[src/rtl/sdram_pkg.sv]
// Shared types for the SDRAM burst path: sequencer state encoding,
// default burst/FIFO geometry and the 16-bit word-address type.
package sdram_pkg;

    localparam int BURST_LEN_DEF  = 256;
    localparam int FIFO_DEPTH_DEF = 1024;

    typedef logic [15:0] addr_t;

    typedef enum logic [2:0] {
        IDLE    = 3'd0,
        WR_CHK  = 3'd1,
        WR_REQ  = 3'd2,
        WR_WAIT = 3'd3,
        RD_CHK  = 3'd4,
        RD_REQ  = 3'd5,
        RD_WAIT = 3'd6,
        HOLD    = 3'd7
    } state_t;

    // Start address of the following burst. The extra bit keeps a step past
    // 16'hFFFF visible so the range terminates instead of wrapping to 0.
    function automatic logic [16:0] next_burst_addr(input logic [16:0] cur, input int bl);
        return cur + 17'(bl);
    endfunction

endpackage

[src/rtl/sdram_burst_seq_if.sv]
// Burst request/acknowledge channel between the burst sequencer (master)
// and the SDRAM command layer (slave).
interface sdram_burst_seq_if;
    import sdram_pkg::*;

    logic  burst_req;   // request pending, held until acknowledged
    logic  burst_wr;    // 1 write, 0 read; valid with burst_req
    addr_t burst_addr;  // burst start word address; valid with burst_req
    logic  burst_ack;   // command layer takes the request this cycle
    logic  burst_done;  // one-cycle pulse when the accepted burst finishes

    modport master (
        output burst_req, burst_wr, burst_addr,
        input  burst_ack, burst_done
    );

    modport slave (
        input  burst_req, burst_wr, burst_addr,
        output burst_ack, burst_done
    );

endinterface

[src/rtl/sdram_burst_seq.sv]
// Splits an inclusive word-address range into fixed-length SDRAM bursts,
// pacing each burst on FIFO level (data present for writes, room for reads).
// A finished range parks in HOLD until its start level drops, so a start
// that stays high does not restart the same range.
module sdram_burst_seq
    import sdram_pkg::*;
#(
    parameter int BURST_LEN  = BURST_LEN_DEF,
    parameter int FIFO_DEPTH = FIFO_DEPTH_DEF,
    parameter int CNT_W      = 11
) (
    input  logic             clk,
    input  logic             nRST,
    input  logic             start_wr_i,
    input  logic             start_rd_i,
    input  addr_t            wraddr_begin_i,
    input  addr_t            wraddr_end_i,
    input  addr_t            rdaddr_begin_i,
    input  addr_t            rdaddr_end_i,
    input  logic [CNT_W-1:0] wfifo_cnt_i,
    input  logic [CNT_W-1:0] rfifo_cnt_i,
    output logic             flag_wr_o,
    output logic             flag_rd_o,
    output logic             err_o,
    sdram_burst_seq_if.master bus
);

    state_t      state_q;
    logic [16:0] cur_addr_q;    // 17 bits so a step past the top is seen
    addr_t       end_addr_q;
    logic        hold_wr_q;     // which start input HOLD is waiting on
    logic        flag_wr_q;
    logic        flag_rd_q;
    logic        burst_req_q;
    logic        burst_wr_q;
    addr_t       burst_addr_q;
    logic        err_q;

    logic [16:0] addr_next_d;
    logic        past_end;
    logic        next_past_end;
    logic        wr_ready;
    logic        rd_ready;
    logic        in_wait;

    // Address step and level compares used by the FSM below
    always_comb begin
        addr_next_d   = next_burst_addr(cur_addr_q, BURST_LEN);
        past_end      = cur_addr_q  > {1'b0, end_addr_q};
        next_past_end = addr_next_d > {1'b0, end_addr_q};
        wr_ready      = int'(wfifo_cnt_i) >= BURST_LEN;
        rd_ready      = (FIFO_DEPTH - int'(rfifo_cnt_i)) >= BURST_LEN;
        in_wait       = (state_q == WR_WAIT) || (state_q == RD_WAIT);
    end

    // Sequencer FSM with registered outputs and sticky protocol error
    always_ff @(posedge clk or negedge nRST) begin
        if (!nRST) begin
            state_q      <= IDLE;
            cur_addr_q   <= '0;
            end_addr_q   <= '0;
            hold_wr_q    <= 1'b0;
            flag_wr_q    <= 1'b0;
            flag_rd_q    <= 1'b0;
            burst_req_q  <= 1'b0;
            burst_wr_q   <= 1'b0;
            burst_addr_q <= '0;
            err_q        <= 1'b0;
        end else begin
            // done with no burst outstanding, or ack with nothing requested
            if ((bus.burst_done && !in_wait) || (bus.burst_ack && !burst_req_q))
                err_q <= 1'b1;

            case (state_q)
                IDLE: begin
                    if (start_wr_i) begin
                        state_q    <= WR_CHK;
                        cur_addr_q <= {1'b0, wraddr_begin_i};
                        end_addr_q <= wraddr_end_i;
                        hold_wr_q  <= 1'b1;
                        flag_wr_q  <= 1'b1;
                    end else if (start_rd_i) begin
                        state_q    <= RD_CHK;
                        cur_addr_q <= {1'b0, rdaddr_begin_i};
                        end_addr_q <= rdaddr_end_i;
                        hold_wr_q  <= 1'b0;
                        flag_rd_q  <= 1'b1;
                    end
                end

                // only reached past the end on an empty range (begin > end)
                WR_CHK: begin
                    if (past_end) begin
                        state_q   <= HOLD;
                        flag_wr_q <= 1'b0;
                    end else if (wr_ready) begin
                        state_q      <= WR_REQ;
                        burst_req_q  <= 1'b1;
                        burst_wr_q   <= 1'b1;
                        burst_addr_q <= cur_addr_q[15:0];
                    end
                end

                WR_REQ: begin
                    if (bus.burst_ack) begin
                        state_q     <= WR_WAIT;
                        burst_req_q <= 1'b0;
                    end
                end

                // deciding termination here drops the flag one cycle after
                // the final done rather than after an extra CHK pass
                WR_WAIT: begin
                    if (bus.burst_done) begin
                        cur_addr_q <= addr_next_d;
                        if (next_past_end) begin
                            state_q   <= HOLD;
                            flag_wr_q <= 1'b0;
                        end else begin
                            state_q <= WR_CHK;
                        end
                    end
                end

                RD_CHK: begin
                    if (past_end) begin
                        state_q   <= HOLD;
                        flag_rd_q <= 1'b0;
                    end else if (rd_ready) begin
                        state_q      <= RD_REQ;
                        burst_req_q  <= 1'b1;
                        burst_wr_q   <= 1'b0;
                        burst_addr_q <= cur_addr_q[15:0];
                    end
                end

                RD_REQ: begin
                    if (bus.burst_ack) begin
                        state_q     <= RD_WAIT;
                        burst_req_q <= 1'b0;
                    end
                end

                RD_WAIT: begin
                    if (bus.burst_done) begin
                        cur_addr_q <= addr_next_d;
                        if (next_past_end) begin
                            state_q   <= HOLD;
                            flag_rd_q <= 1'b0;
                        end else begin
                            state_q <= RD_CHK;
                        end
                    end
                end

                HOLD: begin
                    if (hold_wr_q ? !start_wr_i : !start_rd_i)
                        state_q <= IDLE;
                end

                default: state_q <= IDLE;
            endcase
        end
    end

    assign flag_wr_o      = flag_wr_q;
    assign flag_rd_o      = flag_rd_q;
    assign err_o          = err_q;
    assign bus.burst_req  = burst_req_q;
    assign bus.burst_wr   = burst_wr_q;
    assign bus.burst_addr = burst_addr_q;

endmodule

[src/flat_wrapper.sv]
// flat-port wrapper written by rule: the top's interface ports become plain ports
module sdram_burst_seq_flat import sdram_pkg::*;
#(
    parameter int BURST_LEN  = BURST_LEN_DEF,
    parameter int FIFO_DEPTH = FIFO_DEPTH_DEF,
    parameter int CNT_W      = 11
)
  (clk, nRST, start_wr_i, start_rd_i, wraddr_begin_i, wraddr_end_i, rdaddr_begin_i, rdaddr_end_i, wfifo_cnt_i, rfifo_cnt_i, flag_wr_o, flag_rd_o, err_o, bus_burst_req, bus_burst_wr, bus_burst_addr, bus_burst_ack, bus_burst_done);
  sdram_burst_seq_if bus_i ();
  input  logic clk;
  input  logic nRST;
  input  logic start_wr_i;
  input  logic start_rd_i;
  input  addr_t wraddr_begin_i;
  input  addr_t wraddr_end_i;
  input  addr_t rdaddr_begin_i;
  input  addr_t rdaddr_end_i;
  input  logic [CNT_W-1:0] wfifo_cnt_i;
  input  logic [CNT_W-1:0] rfifo_cnt_i;
  output logic flag_wr_o;
  output logic flag_rd_o;
  output logic err_o;
  output wire logic [$bits(bus_i.burst_req)-1:0] bus_burst_req;
  output wire logic [$bits(bus_i.burst_wr)-1:0] bus_burst_wr;
  output wire logic [$bits(bus_i.burst_addr)-1:0] bus_burst_addr;
  input wire logic [$bits(bus_i.burst_ack)-1:0] bus_burst_ack;
  input wire logic [$bits(bus_i.burst_done)-1:0] bus_burst_done;
  assign bus_burst_req = bus_i.burst_req;
  assign bus_burst_wr = bus_i.burst_wr;
  assign bus_burst_addr = bus_i.burst_addr;
  assign bus_i.burst_ack = bus_burst_ack;
  assign bus_i.burst_done = bus_burst_done;
  sdram_burst_seq #(.BURST_LEN(BURST_LEN), .FIFO_DEPTH(FIFO_DEPTH), .CNT_W(CNT_W)) u_core (.clk(clk), .nRST(nRST), .start_wr_i(start_wr_i), .start_rd_i(start_rd_i), .wraddr_begin_i(wraddr_begin_i), .wraddr_end_i(wraddr_end_i), .rdaddr_begin_i(rdaddr_begin_i), .rdaddr_end_i(rdaddr_end_i), .wfifo_cnt_i(wfifo_cnt_i), .rfifo_cnt_i(rfifo_cnt_i), .flag_wr_o(flag_wr_o), .flag_rd_o(flag_rd_o), .err_o(err_o), .bus(bus_i));
endmodule
[config.mk]
export PLATFORM = sky130hd
export DESIGN_NAME = sdram_burst_seq_flat
export DESIGN_NICKNAME = d
export VERILOG_FILES = /design/src/rtl/sdram_pkg.sv /design/src/rtl/sdram_burst_seq_if.sv /design/src/rtl/sdram_burst_seq.sv /design/src/flat_wrapper.sv
export SDC_FILE = /design/constraint.sdc
export NUM_CORES = 1
export LEC_CHECK = 0
export ABC_AREA = 1
export BUFFER_PORTS_ARGS = -buffer_cell sky130_fd_sc_hd__buf_2
export CAP_MARGIN = 20
export CORE_MARGIN = 2
export CORE_UTILIZATION = 48
export CTS_BUF_LIST = sky130_fd_sc_hd__clkbuf_4
export CTS_CLUSTER_SIZE = 40
export DETAILED_ROUTE_END_ITERATION = 12
export GPL_TIMING_DRIVEN = 0
export PLACE_DENSITY = 0.78
export SETUP_SLACK_MARGIN = 0.2
export SYNTH_ARGS = -nofsm -noshare
export SYNTH_HDL_FRONTEND = slang
export SYNTH_SLANG_ARGS = --single-unit
[constraint.sdc]
create_clock -name clk -period 2.3 [get_ports clk]
set_input_delay 0.46 -clock clk [delete_from_list [all_inputs] [get_ports clk]]
set_output_delay 0.46 -clock clk [all_outputs]
set_load 0.01 [all_outputs]
==> results of run 1 <==
-- per-stage QoR --
step / hold WS [ps] / utilization
final: 35.9 / 0.654
after global routing: 62.7 / 0.654
after CTS: 40.7 / 0.615
after detailed placement: 460 / 0.577
after global placement: 450 / 0.575
after floorplan: 164 / -
-- cells in the final DEF (no fill, tap or decap), types with 12 or more instances in the layout --
cell	count
dfrtp_1	55
buf_4	12
nor2_1	79
buf_2	106
nand3_1	23
nand2_2	19
inv_1	60
o21ai_1	18
nand2_1	113
o31ai_1	24
ha_1	18
-- final timing paths --
path	from	end	slack, ps	depth (start not counted)
min in group clk	rdaddr_end_i[3]	u_core.end_addr_q[3]	310	3
min reg2reg	u_core.flag_wr_o	u_core.flag_wr_o	480	2
max	u_core.cur_addr_q[10]	u_core.state_q[1]	-50	14
max in group asynchronous	nRST	u_core.end_addr_q[10]	1660	2
min	nRST	u_core.bus.burst_addr[14]	40	1
max reg2reg	u_core.cur_addr_q[10]	u_core.state_q[1]	-50	14
-- synthesized netlist by cell type, drive strengths merged (2+ instances only) --
library cell  number  area share
a21o               2      0.0040
a21oi             12       0.016
buf                7       0.011
clkbuf            10       0.010
dfrtp             58        0.39
ha                25       0.084
inv               68       0.068
nand2            135        0.14
nand3             29       0.041
nand4              6       0.010
nor2              87       0.091
nor3               4      0.0067
o211ai             6       0.012
o21ai             31       0.041
o22ai              5       0.010
o31ai             24       0.048
or2                2      0.0040
xor2               3      0.0070
-- where the power goes --
| group | internal [uW] | total [uW] | switching (uW) |
|---|---|---|---|
| Combinational | 2020 | 4870 | 2850 |
| Clock | 224 | 620 | 396 |
| Sequential | 1520 | 1920 | 400 |
-- flip-flops by register name (all words and copies together), names as in the netlist --
name,count
u_core.state_q,3
u_core.cur_addr_q,17
u_core.hold_wr_q,1
u_core.bus.burst_req,1
u_core.bus.burst_addr,16
u_core.flag_wr_o,1
u_core.flag_rd_o,1
u_core.bus.burst_wr,1
u_core.end_addr_q,16
u_core.err_o,1
-- cells by family (layout without fill, tap and decap cells) --
group | Yosys count | after routing | synth area share
buffers and inverters | 85 | 226 | 0.0892
AOI/OAI and AO/OA | 83 | 83 | 0.138
adders and majority gates | 25 | 25 | 0.0836
and+or+nand+nor | 265 | 265 | 0.294
DFF | 58 | 58 | 0.388
xor gates and xnor gates | 3 | 3 | 0.00702
-- final cells by class --
| class | count | area, um2 | share of cell area |
|---|---|---|---|
| Tap cell | 102 | 128 | 0.0255 |
| Buffer | 17 | 101 | 0.0203 |
| Inverter | 68 | 255 | 0.0511 |
| Multi-Input combinational cell | 376 | 2210 | 0.442 |
| Clock buffer | 10 | 75.1 | 0.0150 |
| Timing Repair Buffer | 125 | 741 | 0.148 |
| Clock inverter | 6 | 33.8 | 0.00676 |
| Sequential cell | 58 | 1460 | 0.291 |
-- routing by layer --
| metal | up-vias | global-route usage | wire length [um] |
|---|---|---|---|
| met5 | - | 0 | 0 |
| li1 | 1956 | - | - |
| met2 | 118 | 0.412 | 5250 |
| met3 | 16 | 0.0578 | 537 |
| met4 | 0 | 0.0734 | 182 |
| met1 | 1846 | 0.349 | 4950 |
-- what timing repair did --
action | 4_1_cts | 5_1_grt
buffers inserted | 13 | 5
endpoints found under the setup margin | 23 | 23
cloned | 1 | 2
resized for setup | 20 | 73
pin swaps | 10 | 16
==> run_results.csv, run 1 <==
group,metric,value,unit
grt,grt_pass1_wl,17300,um
finish,final_area,5000,um2
setup_path,critPathLaunchType,"flip-flop",
pwr,power.total,7410,uW
placed_design,placed_cell_area,4410,um2
setup_path,crit_required,2620,ps
setup_path,end_kind,"flip-flop",
sta,fin_skew,17.3,ps
sta,slew_headroom,0.592,
drt,drt-initial-drc-count,217,
setup_path,slowest_delay,460,ps
sta,setup-tns-final,-153,ps
finish,drive_above_1_share,0.330,
pwr,p_per_area,1480,nW/um2
synth,ys_warn_count,0,
clock_tree,path_clk_slew,100,ps
job,max-cap-violations,0,
setup_path,crit_buf_inv,2,
drt,drt-vias-per-instance,5.17,
floorplanning,rows,32,
synth,synth_edf_count,0,
floorplanning,initial_utilization,0.490,
synth,synthCells,519,
setup_path,slowest_stage,"dfrtp_1",
clock_tree,cts_max_level,3,
floorplanning,die-area,8520,um2
synth,synth_area,3740,um2
synth,synth_area_per_cell,7.21,um2
clock_tree,cts_made_buffers,9,
synth,synthesis.nets,636,
sta,fin_ws,-54.9,ps
floorplanning,die_x,92.3,um
drt,first_pass_iters,5,
setup_path,crit_chain,"nand3_2 -> nor2_2 -> inv_1 -> o21ai_1 -> o21ai_2 -> inv_2 -> ha_4 -> nand4_1 -> nor4_2 -> nand3b_1 -> nand3_1 -> nand3_2 -> nand2_1 -> nand2_1",
drt,wirelength,10900,um
sta,setup_viol,5,
run_status,failed_checks,"setup timing",
clock_tree,cts_root_buf,"clkbuf_4",
sta,tightest_slew,611,ps
finish,diodes,0,
grt,grt_use_total,0.256,
floorplanning,io_pins,113,
setup_path,path_delay_family,"simple AND/OR/NAND/NOR gates",
placed_design,dp_hpwl,7940,um
placed_design,place_inst,725,
synth,ys_seq_area_frac,0.388,
clock_tree,insertion_delay,420,ps
setup_path,criticalPathCategory,"reg2reg",
pwr,ir_worst_vdd,0.467,mV
floorplanning,core_area,7650,um2
sta,max_freq,425,MHz
grt,grt_overflow,0,
synth,synth_seq_cells,58,
run_status,outcome,"finished with violations",
synth,synth_ff_type,"dfrtp_1",
synth,synth_cell_type_count,34,
setup_path,cp_max_fo,4,
clock_tree,clockBufferDepth,2,
grt,first_global_vias,3735,
placed_design,dpl_worst_slack,-131,ps
finish,area_delta_synth_final,33.5,%
synth,async_flop_share,1.00,
pwr,p_leak,0.00264,uW
placed_design,port_buffers,103,
clock_tree,cts_hold_buffers,0,
sta,rsz0062_at_grt,"true",
sta,hold_viol_final,0,
grt,antenna_found_initial,0,
drt,post-route-drc-count,0,
hold_path,min_path_type,"in2async",
finish,fillCellCount,693,
setup_path,cp.arrival,2670,ps
clock_tree,cts_tree,"built",
finish,final_cell_count_no_fill,762,
sta,maxSlewViolCount,0,
placed_design,gp_congestion,0.925,
drt,vias,3936,
floorplanning,die_h,92.3,um
clock_tree,cts.sinks,58,
drt,wl_per_cell,14.3,um
drt,ant_nets,0,
sta,period_needed,2350,ps
finish,nets,772,
sta,finalCritPeriodShare,1.02,
grt,grt_start_max_net_pins,36,
Power figures use the tool's default switching activity.
==> run 2: changes to the inputs <==
--- a/config.mk
+++ b/config.mk
@@ -8,14 +8,13 @@
 export ABC_AREA = 1
 export BUFFER_PORTS_ARGS = -buffer_cell sky130_fd_sc_hd__buf_2
 export CAP_MARGIN = 20
-export CORE_MARGIN = 2
 export CORE_UTILIZATION = 48
 export CTS_BUF_LIST = sky130_fd_sc_hd__clkbuf_4
 export CTS_CLUSTER_SIZE = 40
 export DETAILED_ROUTE_END_ITERATION = 12
+export GPL_ROUTABILITY_DRIVEN = 0
 export GPL_TIMING_DRIVEN = 0
 export PLACE_DENSITY = 0.78
-export SETUP_SLACK_MARGIN = 0.2
 export SYNTH_ARGS = -nofsm -noshare
 export SYNTH_HDL_FRONTEND = slang
 export SYNTH_SLANG_ARGS = --single-unit
==> run_results.csv, run 2 (synthesis gave the netlist of run 1 again) <==
group,metric,value,unit
drt,drt-initial-drc-count,270,
floorplanning,rows,31,
drt,wl_per_cell,13.9,um
drt,post-route-drc-count,0,
sta,fin_skew,8.83,ps
sta,setup_viol,5,
clock_tree,cts_root_buf,"clkbuf_4",
sta,max_freq,414,MHz
drt,vias,3953,
job,max-cap-violations,0,
finish,fillCellCount,677,
clock_tree,cts_hold_buffers,0,
floorplanning,die_h,90.3,um
pwr,ir_worst_vdd,0.575,mV
finish,drive_above_1_share,0.263,
clock_tree,cts_max_level,3,
floorplanning,initial_utilization,0.505,
setup_path,crit_chain,"ha_2 -> nand2_2 -> nor2_4 -> xor2_1 -> ha_1 -> a21oi_1 -> nand2_1 -> nand2_1 -> nand2_1 -> nor2_1 -> nand2_1 -> nand3_1 -> nand2_1 -> nor2_2 -> nor2_1",
grt,grt_start_max_net_pins,37,
grt,first_global_vias,3572,
finish,largest-register,"u_core.cur_addr_q",
finish,diodes,0,
run_status,failed_checks,"setup timing",
clock_tree,clockBufferDepth,2,
pwr,intPower,3510,uW
finish,nets,766,
finish,mostFrequentLayoutCell,"nand2_1",
setup_path,path_common_cell,"nand2_1",
finish,multi_input_area,2060,um2
clock_tree,insertion_delay,420,ps
placed_design,place_inst,722,
finish,area_delta_synth_final,27.3,%
pwr,seq_power_share,0.276,
setup_path,slowest_stage,"dfrtp_1",
setup_path,criticalPathCategory,"reg2reg",
sta,finalCritPeriodShare,1.05,
placed_design,dp_hpwl,7790,um
sta,rsz0062_at_grt,"true",
placed_design,port_buffers,103,
drt,first_pass_iters,5,
setup_path,crit_required,2620,ps
sta,slew_headroom,0.631,
finish,final_cell_count_no_fill,753,
setup_path,cp_max_fo,4,
grt,grt_pass1_wl,16600,um
sta,tightest_slew,553,ps
pwr,p_sw_frac,0.488,
setup_path,critPathLaunchType,"flip-flop",
finish,largest_register_ffs,17,
grt,antenna_found_initial,0,
run_status,outcome,"finished with violations",
drt,drt-vias-per-instance,5.25,
drt,wirelength,10500,um
drt,ant_nets,0,
pwr,p_leak,0.00259,uW
floorplanning,io_pins,113,
clock_tree,cts.sinks,58,
floorplanning,core_area,7410,um2
placed_design,dpl_worst_slack,-260,ps
sta,fin_ws,-113,ps
pwr,power_switching,3340,uW
sta,setup-tns-final,-432,ps
hold_path,min_path_type,"in2async",
pwr,p_per_area,1440,nW/um2
sta,period_needed,2410,ps
pwr,p_comb_frac,0.620,
grt,grt_overflow,0,
setup_path,end_kind,"flip-flop",
pwr,clockPowerShare,0.103,
sta,maxSlewViolCount,0,
setup_path,crit_buf_inv,0,
setup_path,slowest_delay,440,ps
floorplanning,die_x,90.3,um
setup_path,cp.arrival,2730,ps
setup_path,path_delay_family,"simple AND/OR/NAND/NOR gates",
clock_tree,path_clk_slew,100,ps
grt,grt_use_total,0.255,
floorplanning,die-area,8160,um2
finish,register_area,1450,um2
finish,final_cell_mix,"132 x nand2_1, 106 x buf_2, 79 x nor2_1",
sta,hold_viol_final,0,
clock_tree,cts_tree,"built",
clock_tree,cts_made_buffers,9,
run 2: layout make-up:
class                           count  share of cell area
Inverter                           68              0.0536
Tap cell                           99              0.0260
Clock buffer                        9              0.0142
Clock inverter                      7              0.0126
Sequential cell                    58               0.305
Timing Repair Buffer              119               0.136
Buffer                             17              0.0197
Multi-Input combinational cell    376               0.433
run 2: power by group through the flow:
stage | Sequential, uW | Combinational [uW] | Clock, uW
global placement | 1880 | 3520 | 0
detailed placement | 1900 | 3690 | 0
CTS | 1870 | 3950 | 711
floorplan | 1880 | 2640 | 0
finish | 1890 | 4250 | 709
global route | 1940 | 4760 | 761
run 2: stage by stage:
stage	util	area, um2	hold slack (ps)	total power (uW)
CTS	0.629	4660	26.0	6520
detailed placement	0.594	4400	454	5590
floorplan	-	3740	164	4510
finish	0.643	4770	12.7	6850
global route	0.643	4770	36.0	7460
global placement	0.592	4380	451	5400
run 2: metal layers:
layer / GRT usage / part of all wire
met4: 0.106 / 0.026
met1: 0.356 / 0.44
met3: 0.0370 / 0.069
met5: 0 / 0
met2: 0.398 / 0.47
run 2: worst paths after layout:
check                                     start                  endpoint  slack (ps)  depth (start not counted)
max in group asynchronous                  nRST     u_core.end_addr_q[10]        1710                          2
setup / recovery           u_core.cur_addr_q[9]         u_core.state_q[2]        -110                         15
hold / removal                             nRST  u_core.bus.burst_addr[8]          10                          1
setup reg to reg           u_core.cur_addr_q[9]         u_core.state_q[2]        -110                         15
hold reg to reg                u_core.flag_rd_o          u_core.flag_rd_o         470                          2
min in group clk              rdaddr_begin_i[0]      u_core.cur_addr_q[0]         320                          3
run 2: worst reg2reg max path: stages (launching register included):
cell,delay [ps]
dfrtp_1,440
ha_2,220
nand2_2,70
nor2_4,150
xor2_1,290
ha_1,320
a21oi_1,160
nand2_1,80
nand2_1,60
nand2_1,40
nor2_1,70
nand2_1,100
nand3_1,80
nand2_1,70
nor2_2,110
nor2_1,60
run 2: what timing repair did:
action,CTS,global route
endpoints found under the setup margin,6,23
setup buffers,11,4
resized for setup,12,21
pin swaps,10,9
==> run 3: changes to the inputs <==
--- a/config.mk
+++ b/config.mk
@@ -8,6 +8,7 @@
 export ABC_AREA = 1
 export BUFFER_PORTS_ARGS = -buffer_cell sky130_fd_sc_hd__buf_2
 export CAP_MARGIN = 20
+export CORE_MARGIN = 3
 export CORE_UTILIZATION = 48
 export CTS_BUF_LIST = sky130_fd_sc_hd__clkbuf_4
 export CTS_CLUSTER_SIZE = 40
==> run_results.csv, run 3 (synthesis gave the netlist of run 1 again) <==
group,metric,value,unit
finish,fin_util,0.643,
setup_path,criticalPathCategory,"reg2reg",
sta,fin_ws,-120,ps
finish,largest-register,"u_core.cur_addr_q",
clock_tree,cts_made_buffers,9,
clock_tree,clockBufferDepth,2,
drt,first_pass_iters,5,
setup_path,worstReg2RegStart,"u_core.cur_addr_q[8]",
setup_path,critPathLaunchType,"flip-flop",
clock_tree,insertion_delay,420,ps
finish,drive_above_1_share,0.265,
clock_tree,cts_max_level,3,
grt,grt_overflow,0,
sta,maxSlewViolCount,0,
placed_design,placed_cell_area,4400,um2
drt,drt-initial-drc-count,250,
drt,drt-vias-per-instance,5.30,
floorplanning,rows,31,
sta,timing.hold.ws,-0.775,ps
sta,slew_headroom,0.639,
sta,tightest_slew,541,ps
sta,setup-tns-final,-499,ps
pwr,power.total,6880,uW
placed_design,dp_hpwl,8060,um
sta,fin_skew,9.54,ps
setup_path,crit_required,2620,ps
grt,grt_use_total,0.247,
hold_path,min_path_type,"in2async",
grt,antenna_found_initial,0,
floorplanning,initial_utilization,0.505,
clock_tree,cts_hold_buffers,0,
finish,final_area,4760,um2
placed_design,port_buffers,103,
setup_path,cp.arrival,2740,ps
grt,grt_start_max_net_pins,38,
drt,wl_per_cell,14.0,um
drt,vias,3992,
drt,ant_nets,0,
sta,max_freq,413,MHz
floorplanning,die-area,8890,um2
setup_path,cp_max_fo,4,
sta,setup_viol,5,
floorplanning,die_h,94.3,um
sta,hold_viol_final,3,
clock_tree,cts.sinks,58,
finish,mostFrequentLayoutCell,"nand2_1",
sta,finalCritPeriodShare,1.05,
drt,post-route-drc-count,0,
finish,diodes,0,
pwr,p_leak,0.00258,uW
job,max-cap-violations,0,
run_status,outcome,"finished with violations",
drt,wirelength,10600,um
sta,rsz0062_at_grt,"true",
grt,grt_pass1_wl,17200,um
clock_tree,path_clk_slew,110,ps
floorplanning,io_pins,113,
finish,area_delta_synth_final,27.3,%
setup_path,r2r_setup_slack,-120,ps
pwr,ir_worst_vdd,0.478,mV
clock_tree,cts_tree,"built",
grt,first_global_vias,3767,
floorplanning,core_area,7410,um2
sta,period_needed,2420,ps
clock_tree,cts_root_buf,"clkbuf_4",
finish,nets,766,
run_status,failed_checks,"hold timing, setup timing",
finish,largest_register_ffs,17,
setup_path,end_kind,"flip-flop",
setup_path,reg2regPathDepth,14,
finish,final_cell_mix,"131 x nand2_1, 106 x buf_2, 80 x nor2_1",
pwr,p_per_area,1440,nW/um2
setup_path,timing.rr.end,"u_core.state_q[1]",
floorplanning,die_x,94.3,um
-- run 3: layout make-up --
cell class | instances | area (um2)
buffer | 17 | 86.3
clock buffer | 9 | 67.6
clock inverter | 7 | 78.8
fill | 668 | 2640
inverter | 68 | 255
multi-input combinational | 376 | 2050
sequential | 58 | 1450
tap | 99 | 124
timing repair buffer | 119 | 652
-- run 3: power breakdown --
group | internal [uW] | switching, uW
sequential | 1520 | 376
combinational | 1650 | 2570
clock | 337 | 427
total | 3510 | 3370
-- run 3: worst max-delay path: stages (launching register included) --
cell and delay [ps]:
dfrtp_1 430, ha_2 220, nand2_2 90, nor2_4 50, a31oi_2 200, a21oi_2 60
ha_1 310, buf_6 110, nand4_1 100, nor4_2 220, nand3b_1 190, nand3_1 120
nand3_1 100, nand2_1 70, nand2_1 50
-- run 3: worst max path at each step --
| stage | slack [ps] | end | startpoint | cells past startpoint |
|---|---|---|---|---|
| 6_report | -120 | u_core.state_q[1] | u_core.cur_addr_q[8] | 14 |
| 5_1_grt | -230 | u_core.flag_wr_o | u_core.cur_addr_q[8] | 16 |
| 4_1_cts | -40 | u_core.state_q[1] | u_core.cur_addr_q[9] | 15 |
| 3_5_place_dp | -280 | u_core.state_q[1] | u_core.cur_addr_q[8] | 15 |
| 3_3_place_gp | -170 | u_core.state_q[1] | u_core.cur_addr_q[8] | 15 |
| 2_1_floorplan | 90 | u_core.state_q[2] | u_core.cur_addr_q[8] | 15 |
-- run 3: stage by stage --
step,std cells,setup slack (ps)
final,753,-120
after global routing,753,-234
after CTS,747,-44.5
after detailed placement,722,-285
after global placement,721,-173
after floorplan,519,92.3
-- run 3: routing by layer --
| metal | up-vias | routed length, um | GRT usage |
|---|---|---|---|
| met5 | - | 0 | 0 |
| met4 | 0 | 285 | 0.103 |
| met3 | 34 | 700 | 0.0345 |
| met2 | 184 | 4830 | 0.402 |
| met1 | 1831 | 4760 | 0.331 |
| li1 | 1943 | - | - |
-- run 3: repair_timing --
item,in CTS,in global routing
pin swaps,12,8
buffers inserted,9,6
endpoints found under the setup margin,8,23
endpoints found under the hold margin,0,0
resized for setup,12,12
